===== src/rtl/divider_control_if.sv =====
// Controller <-> request logic / restoring-divider datapath signal bundle.
//   master : the controller (drives datapath controls and status)
//   slave  : the environment (request logic + datapath)
//   start     - division request
//   divisorin - divisor bus (controller only tests it for zero)
//   sign      - datapath adder result bit 7
//   load/add/shift/inbit/sel - datapath controls
//   busy/done/err            - status
interface divider_control_if;
    localparam int unsigned DIVISOR_W = 7;
    localparam int unsigned SEL_W     = 2;

    logic                 start;
    logic [DIVISOR_W-1:0] divisorin;
    logic                 sign;
    logic                 load;
    logic                 add;
    logic                 shift;
    logic                 inbit;
    logic [SEL_W-1:0]     sel;
    logic                 busy;
    logic                 done;
    logic                 err;

    modport master (
        input  start, divisorin, sign,
        output load, add, shift, inbit, sel, busy, done, err
    );

    modport slave (
        output start, divisorin, sign,
        input  load, add, shift, inbit, sel, busy, done, err
    );
endinterface


===== src/rtl/divider_control.sv =====
// Sequencer for the 8-bit / 7-bit restoring divider datapath.
// One load step, then N_BITS subtract/decide iterations, then a one-cycle
// done pulse. Divide-by-zero is caught at load and reported on err.
// Ports:
//   clk   - rising-edge clock shared with the datapath
//   reset - synchronous active-high reset
//   dp    - divider_control_if.master (request, datapath controls, status)
module divider_control #(
    parameter int unsigned N_BITS = 8
) (
    input  logic                     clk,
    input  logic                     reset,
    divider_control_if.master        dp
);
    localparam int unsigned CNT_W = (N_BITS > 1) ? $clog2(N_BITS) : 1;
    localparam logic [CNT_W-1:0] CNT_LAST = CNT_W'(N_BITS - 1);

    localparam logic [1:0] SEL_ADDER = 2'b01;
    localparam logic [1:0] SEL_INIT  = 2'b10;
    localparam logic [1:0] SEL_HOLD  = 2'b11;

    typedef enum logic [2:0] {
        IDLE   = 3'd0,
        LOAD   = 3'd1,
        SUB    = 3'd2,
        DECIDE = 3'd3,
        DONE   = 3'd4
    } state_t;

    typedef struct packed {
        logic       load;
        logic       add;
        logic       shift;
        logic       inbit;
        logic [1:0] sel;
        logic       busy;
        logic       done;
    } ctrl_t;

    state_t           state_q;
    logic [CNT_W-1:0] cnt_q;
    logic             neg_q;
    logic             err_q;
    logic             zero_q;
    ctrl_t            ctrl_q;

    // Control word for a state; neg only matters in DECIDE (restore vs keep).
    function automatic ctrl_t ctrl_of(state_t s, logic neg);
        ctrl_t c;
        c = '{load: 1'b0, add: 1'b0, shift: 1'b0, inbit: 1'b0,
              sel: SEL_HOLD, busy: 1'b0, done: 1'b0};
        case (s)
            LOAD: begin
                c.load  = 1'b1;
                c.sel   = SEL_INIT;
                c.shift = 1'b1;
                c.busy  = 1'b1;
            end
            SUB: begin
                c.sel  = SEL_ADDER;
                c.busy = 1'b1;
            end
            DECIDE: begin
                c.shift = 1'b1;
                c.busy  = 1'b1;
                if (neg) begin
                    c.sel = SEL_ADDER;
                    c.add = 1'b1;
                end else begin
                    c.inbit = 1'b1;
                end
            end
            DONE:    c.done = 1'b1;
            default: ;
        endcase
        return c;
    endfunction

    // Sequencer: controls are registered from the state being entered, so
    // no input reaches an output without passing through a flop.
    always_ff @(posedge clk) begin
        if (reset) begin
            state_q <= IDLE;
            cnt_q   <= '0;
            neg_q   <= 1'b0;
            err_q   <= 1'b0;
            zero_q  <= 1'b0;
            ctrl_q  <= ctrl_of(IDLE, 1'b0);
        end else begin
            case (state_q)
                IDLE: begin
                    if (dp.start) begin
                        state_q <= LOAD;
                        err_q   <= 1'b0;
                        cnt_q   <= '0;
                        zero_q  <= (dp.divisorin == '0);
                        ctrl_q  <= ctrl_of(LOAD, neg_q);
                    end else begin
                        ctrl_q  <= ctrl_of(IDLE, neg_q);
                    end
                end
                LOAD: begin
                    if (zero_q) begin
                        state_q <= DONE;
                        err_q   <= 1'b1;
                        ctrl_q  <= ctrl_of(DONE, neg_q);
                    end else begin
                        state_q <= SUB;
                        ctrl_q  <= ctrl_of(SUB, neg_q);
                    end
                end
                SUB: begin
                    // Latch the trial-subtraction sign; DECIDE is decoded from it.
                    neg_q   <= dp.sign;
                    state_q <= DECIDE;
                    ctrl_q  <= ctrl_of(DECIDE, dp.sign);
                end
                DECIDE: begin
                    if (cnt_q == CNT_LAST) begin
                        state_q <= DONE;
                        ctrl_q  <= ctrl_of(DONE, neg_q);
                    end else begin
                        cnt_q   <= cnt_q + CNT_W'(1);
                        state_q <= SUB;
                        ctrl_q  <= ctrl_of(SUB, neg_q);
                    end
                end
                DONE: begin
                    state_q <= IDLE;
                    ctrl_q  <= ctrl_of(IDLE, neg_q);
                end
                default: begin
                    state_q <= IDLE;
                    ctrl_q  <= ctrl_of(IDLE, neg_q);
                end
            endcase
        end
    end

    assign dp.load  = ctrl_q.load;
    assign dp.add   = ctrl_q.add;
    assign dp.shift = ctrl_q.shift;
    assign dp.inbit = ctrl_q.inbit;
    assign dp.sel   = ctrl_q.sel;
    assign dp.busy  = ctrl_q.busy;
    assign dp.done  = ctrl_q.done;
    assign dp.err   = err_q;

endmodule


===== src/flat_wrapper.sv =====
// flat-port wrapper written by rule: the top's interface ports become plain ports
module divider_control_flat 
#(
    parameter int unsigned N_BITS = 8
)
  (clk, reset, dp_start, dp_divisorin, dp_sign, dp_load, dp_add, dp_shift, dp_inbit, dp_sel, dp_busy, dp_done, dp_err);
  divider_control_if dp_i ();
  input  logic clk;
  input  logic reset;
  input wire logic [$bits(dp_i.start)-1:0] dp_start;
  input wire logic [$bits(dp_i.divisorin)-1:0] dp_divisorin;
  input wire logic [$bits(dp_i.sign)-1:0] dp_sign;
  output wire logic [$bits(dp_i.load)-1:0] dp_load;
  output wire logic [$bits(dp_i.add)-1:0] dp_add;
  output wire logic [$bits(dp_i.shift)-1:0] dp_shift;
  output wire logic [$bits(dp_i.inbit)-1:0] dp_inbit;
  output wire logic [$bits(dp_i.sel)-1:0] dp_sel;
  output wire logic [$bits(dp_i.busy)-1:0] dp_busy;
  output wire logic [$bits(dp_i.done)-1:0] dp_done;
  output wire logic [$bits(dp_i.err)-1:0] dp_err;
  assign dp_i.start = dp_start;
  assign dp_i.divisorin = dp_divisorin;
  assign dp_i.sign = dp_sign;
  assign dp_load = dp_i.load;
  assign dp_add = dp_i.add;
  assign dp_shift = dp_i.shift;
  assign dp_inbit = dp_i.inbit;
  assign dp_sel = dp_i.sel;
  assign dp_busy = dp_i.busy;
  assign dp_done = dp_i.done;
  assign dp_err = dp_i.err;
  divider_control #(.N_BITS(N_BITS)) u_core (.clk(clk), .reset(reset), .dp(dp_i));
endmodule

===== config.mk =====
export PLATFORM = sky130hd
export DESIGN_NAME = divider_control_flat
export DESIGN_NICKNAME = d
export VERILOG_FILES = /design/src/rtl/divider_control_if.sv /design/src/rtl/divider_control.sv /design/src/flat_wrapper.sv
export SDC_FILE = /design/constraint.sdc
export NUM_CORES = 1
export LEC_CHECK = 0
export BUFFER_PORTS_ARGS = -buffer_cell sky130_fd_sc_hd__buf_4
export CAP_MARGIN = 20
export CORE_AREA = 4 4 41 43
export DETAILED_ROUTE_END_ITERATION = 16
export DIE_AREA = 0 0 45 47
export PLACE_DENSITY = 0.74
export SLEW_MARGIN = 10
export SYNTH_ARGS = -nofsm -noshare
export SYNTH_HDL_FRONTEND = slang
export SYNTH_SLANG_ARGS = --single-unit

===== constraint.sdc =====
create_clock -name clk -period 3.15 [get_ports clk]
set_input_delay 0 -clock clk [delete_from_list [all_inputs] [get_ports clk]]
set_output_delay 0 -clock clk [all_outputs]
set_load 0.005 [all_outputs]

==> out/summary.md <==
The cell with the most instances after synthesis was sky130_fd_sc_hd__dfxtp_1. Cell type with the largest total area after synthesis: sky130_fd_sc_hd__dfxtp_1. By area the synthesized netlist is led by sky130_fd_sc_hd__dfxtp_1 52%, sky130_fd_sc_hd__ha_1 4.1%, sky130_fd_sc_hd__nor3_1 4.1%.

Worst hold margin: 0.0131 ns. In the final routed layout, each cell accounts on average for 11.7 um. The final count of pins violating max slew was 0. Setup repair after global routing left no endpoint under its margin. For the number of setup violations in the final report, the log shows 0. Sum of net half-perimeters after detailed placement: 839 um. Nature of the critical path endpoint: a flip-flop.

At the end of the flow, the number of nets in the layout was 94. Measured along the x axis, the die boundary spans 45 um. The tool flagged a number of max-cap violations equal to 0. By count the netlist is led by 16 x sky130_fd_sc_hd__dfxtp_1, 6 x sky130_fd_sc_hd__nor2_1, 5 x sky130_fd_sc_hd__nand2_1, 5 x sky130_fd_sc_hd__nor3_1, 3 x sky130_fd_sc_hd__inv_1.

The floorplan step set the die height to 47 um. The row count was 13. The final period utilization was 0.463; the peak per-stage delay on the critical path was 0.34 ns. When the netlist entered floorplanning its net count stood at 69. The routed layout has 475 vias. The critical path launch point type was a flip-flop. Pin placement for this block handled 20 I/O pins.

The most prevalent standard cell on the critical path was sky130_fd_sc_hd__ha_1. The via count of the first global-routing pass is 448, and the post-route antenna net violation count is 0. The run gives 0 as the number of diodes added for antenna fixing.

At the later pin of the worst-skew pair, clock insertion delay measures 0.29 ns. Maximum number of pins on one net before global-route repair: 11. The share of flip-flops with an asynchronous set or reset came out at 0. Number of distinct library cells after synthesis: 23. The maximum fanout along the worst path is 5, and the maximum achievable frequency is 0.686 GHz.

Number of antenna violations at the first check in global routing: 0. Traced cell by cell, the critical path runs through ha_1 > ha_1 > nor2b_4 > a311oi_2 > mux2_4. The initial core utilization is 0.473. Yosys printed 0 warnings.

The power density relative to cell area works out to 495 nW/um2. The DRC marker count from the first detailed-route iteration came out at 9. The worst setup skew after layout was 0.00693 ns; the global routing usage summed across all routing layers was 0.131. Clock transition at the registers of the reported paths: 0.09 ns. The run gives 0.631 as the fraction of the core area covered by cells at the end of the flow. The standard cell with the maximum stage delay on the critical path is sky130_fd_sc_hd__dfxtp_1.

The synthesis-to-finish area growth works out to 33.3%. Total DRC errors in the routed layout: 0. For the number of clock sinks, the log shows 16. TritonCTS built the clock tree. After filler insertion, the fill cell instance count of the layout stands at 115. First-pass iteration count of the detailed router: 3.

The logs give 3.34 ns for the data required time of the worst path and 0 for the total grt overflow. The proportion of layout cells with a drive suffix above 1 was 0.363. The area share of the largest cell type after synthesis is 0.520, and the cell leakage power is 0.371 nW. After synthesis the netlist holds a flip-flop and latch count of 16.

The tools report the final count of hold timing violations as 0. Total power for the finished layout comes to 406 uW. For the accumulated negative setup slack, the log shows 0 ns. The run gives 1 as the depth of the CTS H-tree. TritonCTS created 3 clock buffers. The critical path is of the flip-flop to flip-flop type. The wire length of the first global-routing pass was 1910 um. Main flop type after synthesis: sky130_fd_sc_hd__dfxtp_1. The clock period could shrink to 1.46 ns. The synthesized instance count is 56, and the transition at the pin with the smallest max-transition slack is 0.371 ns.

For this block, the routed nets add up to 1110 um of wire. The maximum buffer depth of the clock tree came out at 2. The flow ran to the end, and the final reports show no timing, DRC or antenna violations. Arrival time of the worst setup path: 1.65 ns. Across the VDD grid, the largest voltage drop is 0.000193 V. The die covers 2120 um2.

Routability-driven placement finished with a final weighted congestion of 0.702. The cell sitting at the root of the clock tree is a sky130_fd_sc_hd__clkbuf_4. The number of buffers added on ports was 19; the netlist area before placement was 616 um2. For the normalized max-slew margin, the log shows 0.753. Dividing the synthesized area by the synthesized cell count gives 11.0 um2. For the area inside the core boundary, the log shows 1300 um2.

The sequential fraction of the synthesis area came out at 0.520. The number of synthesized flops with an enable pin works out to 0. The via density per instance came out at 5.00. Worst hold-check path type: input pin to flip-flop.
==> stage by stage <==
step                area, um2  instances  setup slack (ns)
floorplan                 616         56              1.80
global placement          754         88              1.75
detailed placement        754         88              1.71
CTS                       821         95              1.69
global route              821         95              1.61
finish                    821         95              1.69
==> logic make-up (layout without fill, tap and decap cells) <==
| family | Yosys count | count (layout) | share of synthesized area |
|---|---|---|---|
| DFF | 16 | 16 | 0.520 |
| and+or+nand+nor | 23 | 23 | 0.232 |
| AOI/OAI and AO/OA | 9 | 9 | 0.128 |
| adders and majority gates | 2 | 2 | 0.0406 |
| muxes | 1 | 1 | 0.0244 |
| buffers and inverters | 5 | 29 | 0.0549 |
==> sequential cells by signal (all words and copies together) (netlist names) <==
signal and count:
u_core.dp.load 1, u_core.dp.sel 2, u_core.zero_q 1, u_core.dp.add 1, u_core.dp.shift 1, u_core.cnt_q 3
u_core.dp.inbit 1, u_core.state_q 3, u_core.dp.done 1, u_core.dp.err 1, u_core.dp.busy 1
==> cell type report <==
class	instances	area (um2)	share of cell area
flip-flops and latches	16	320	0.390
multi-input cells	35	262	0.319
repair buffers	22	173	0.210
clock buffers	4	36.3	0.0442
well taps	15	18.8	0.0229
inverters	3	11.3	0.0137
==> critical path: cells and delay by family, from the launching register on <==
kind | cells | cell delay [ns]
AND/OR/NAND/NOR | 1 | 0.17
flip-flops | 1 | 0.34
adder cells (fa/ha/maj) | 2 | 0.42
multiplexers | 1 | 0.29
AO/OA/AOI/OAI | 1 | 0.15
==> power breakdown <==
group	switching, mW	internal (mW)	leakage (nW)
Combinational	0.0203	0.0305	0.219
Clock	0.0642	0.0704	0.0210
Sequential	0.00895	0.212	0.131
Total	0.0934	0.313	0.371
==> final timing paths <==
kind                                              startpoint                             end  slack [ns]  cells after the start
worst min-delay path                                dp_start  u_core.state_q[0]$_SDFFE_PP0P_        0.01                      3
worst min register to register  u_core.cnt_q[2]$_SDFFE_PP0P_    u_core.cnt_q[2]$_SDFFE_PP0P_        0.49                      1
worst max register to register  u_core.cnt_q[0]$_SDFFE_PP0P_    u_core.cnt_q[0]$_SDFFE_PP0P_        1.69                      5
worst max-delay path            u_core.cnt_q[0]$_SDFFE_PP0P_    u_core.cnt_q[0]$_SDFFE_PP0P_        1.69                      5
==> what timing repair did <==
| item | 4_1_cts | 5_1_grt |
|---|---|---|
| buffers inserted | 0 | 0 |
| hold buffers | 3 | 0 |
| hold endpoints to repair | 4 | 0 |
| resized for setup | 0 | 0 |
==> metal layers <==
layer / up-vias / GRT usage / routed length (um)
met5: - / 0 / 0
met4: 0 / 0.105 / 38
met3: 5 / 0.0345 / 59
met2: 10 / 0.203 / 527
met1: 212 / 0.151 / 484
li1: 248 / - / -
==> cell usage in the layout (no fill, tap or decap), drive strengths merged, types with 2 or more instances in the layout <==
cell and instances:
dlygate4sd3 3, nor2 6, a22o 2, dfxtp 16, ha 2, clkbuf 4, inv 3, buf 19
nand2 5, nor4b 2, and3 2, nor3 5
(Power assumes the default switching activity.)
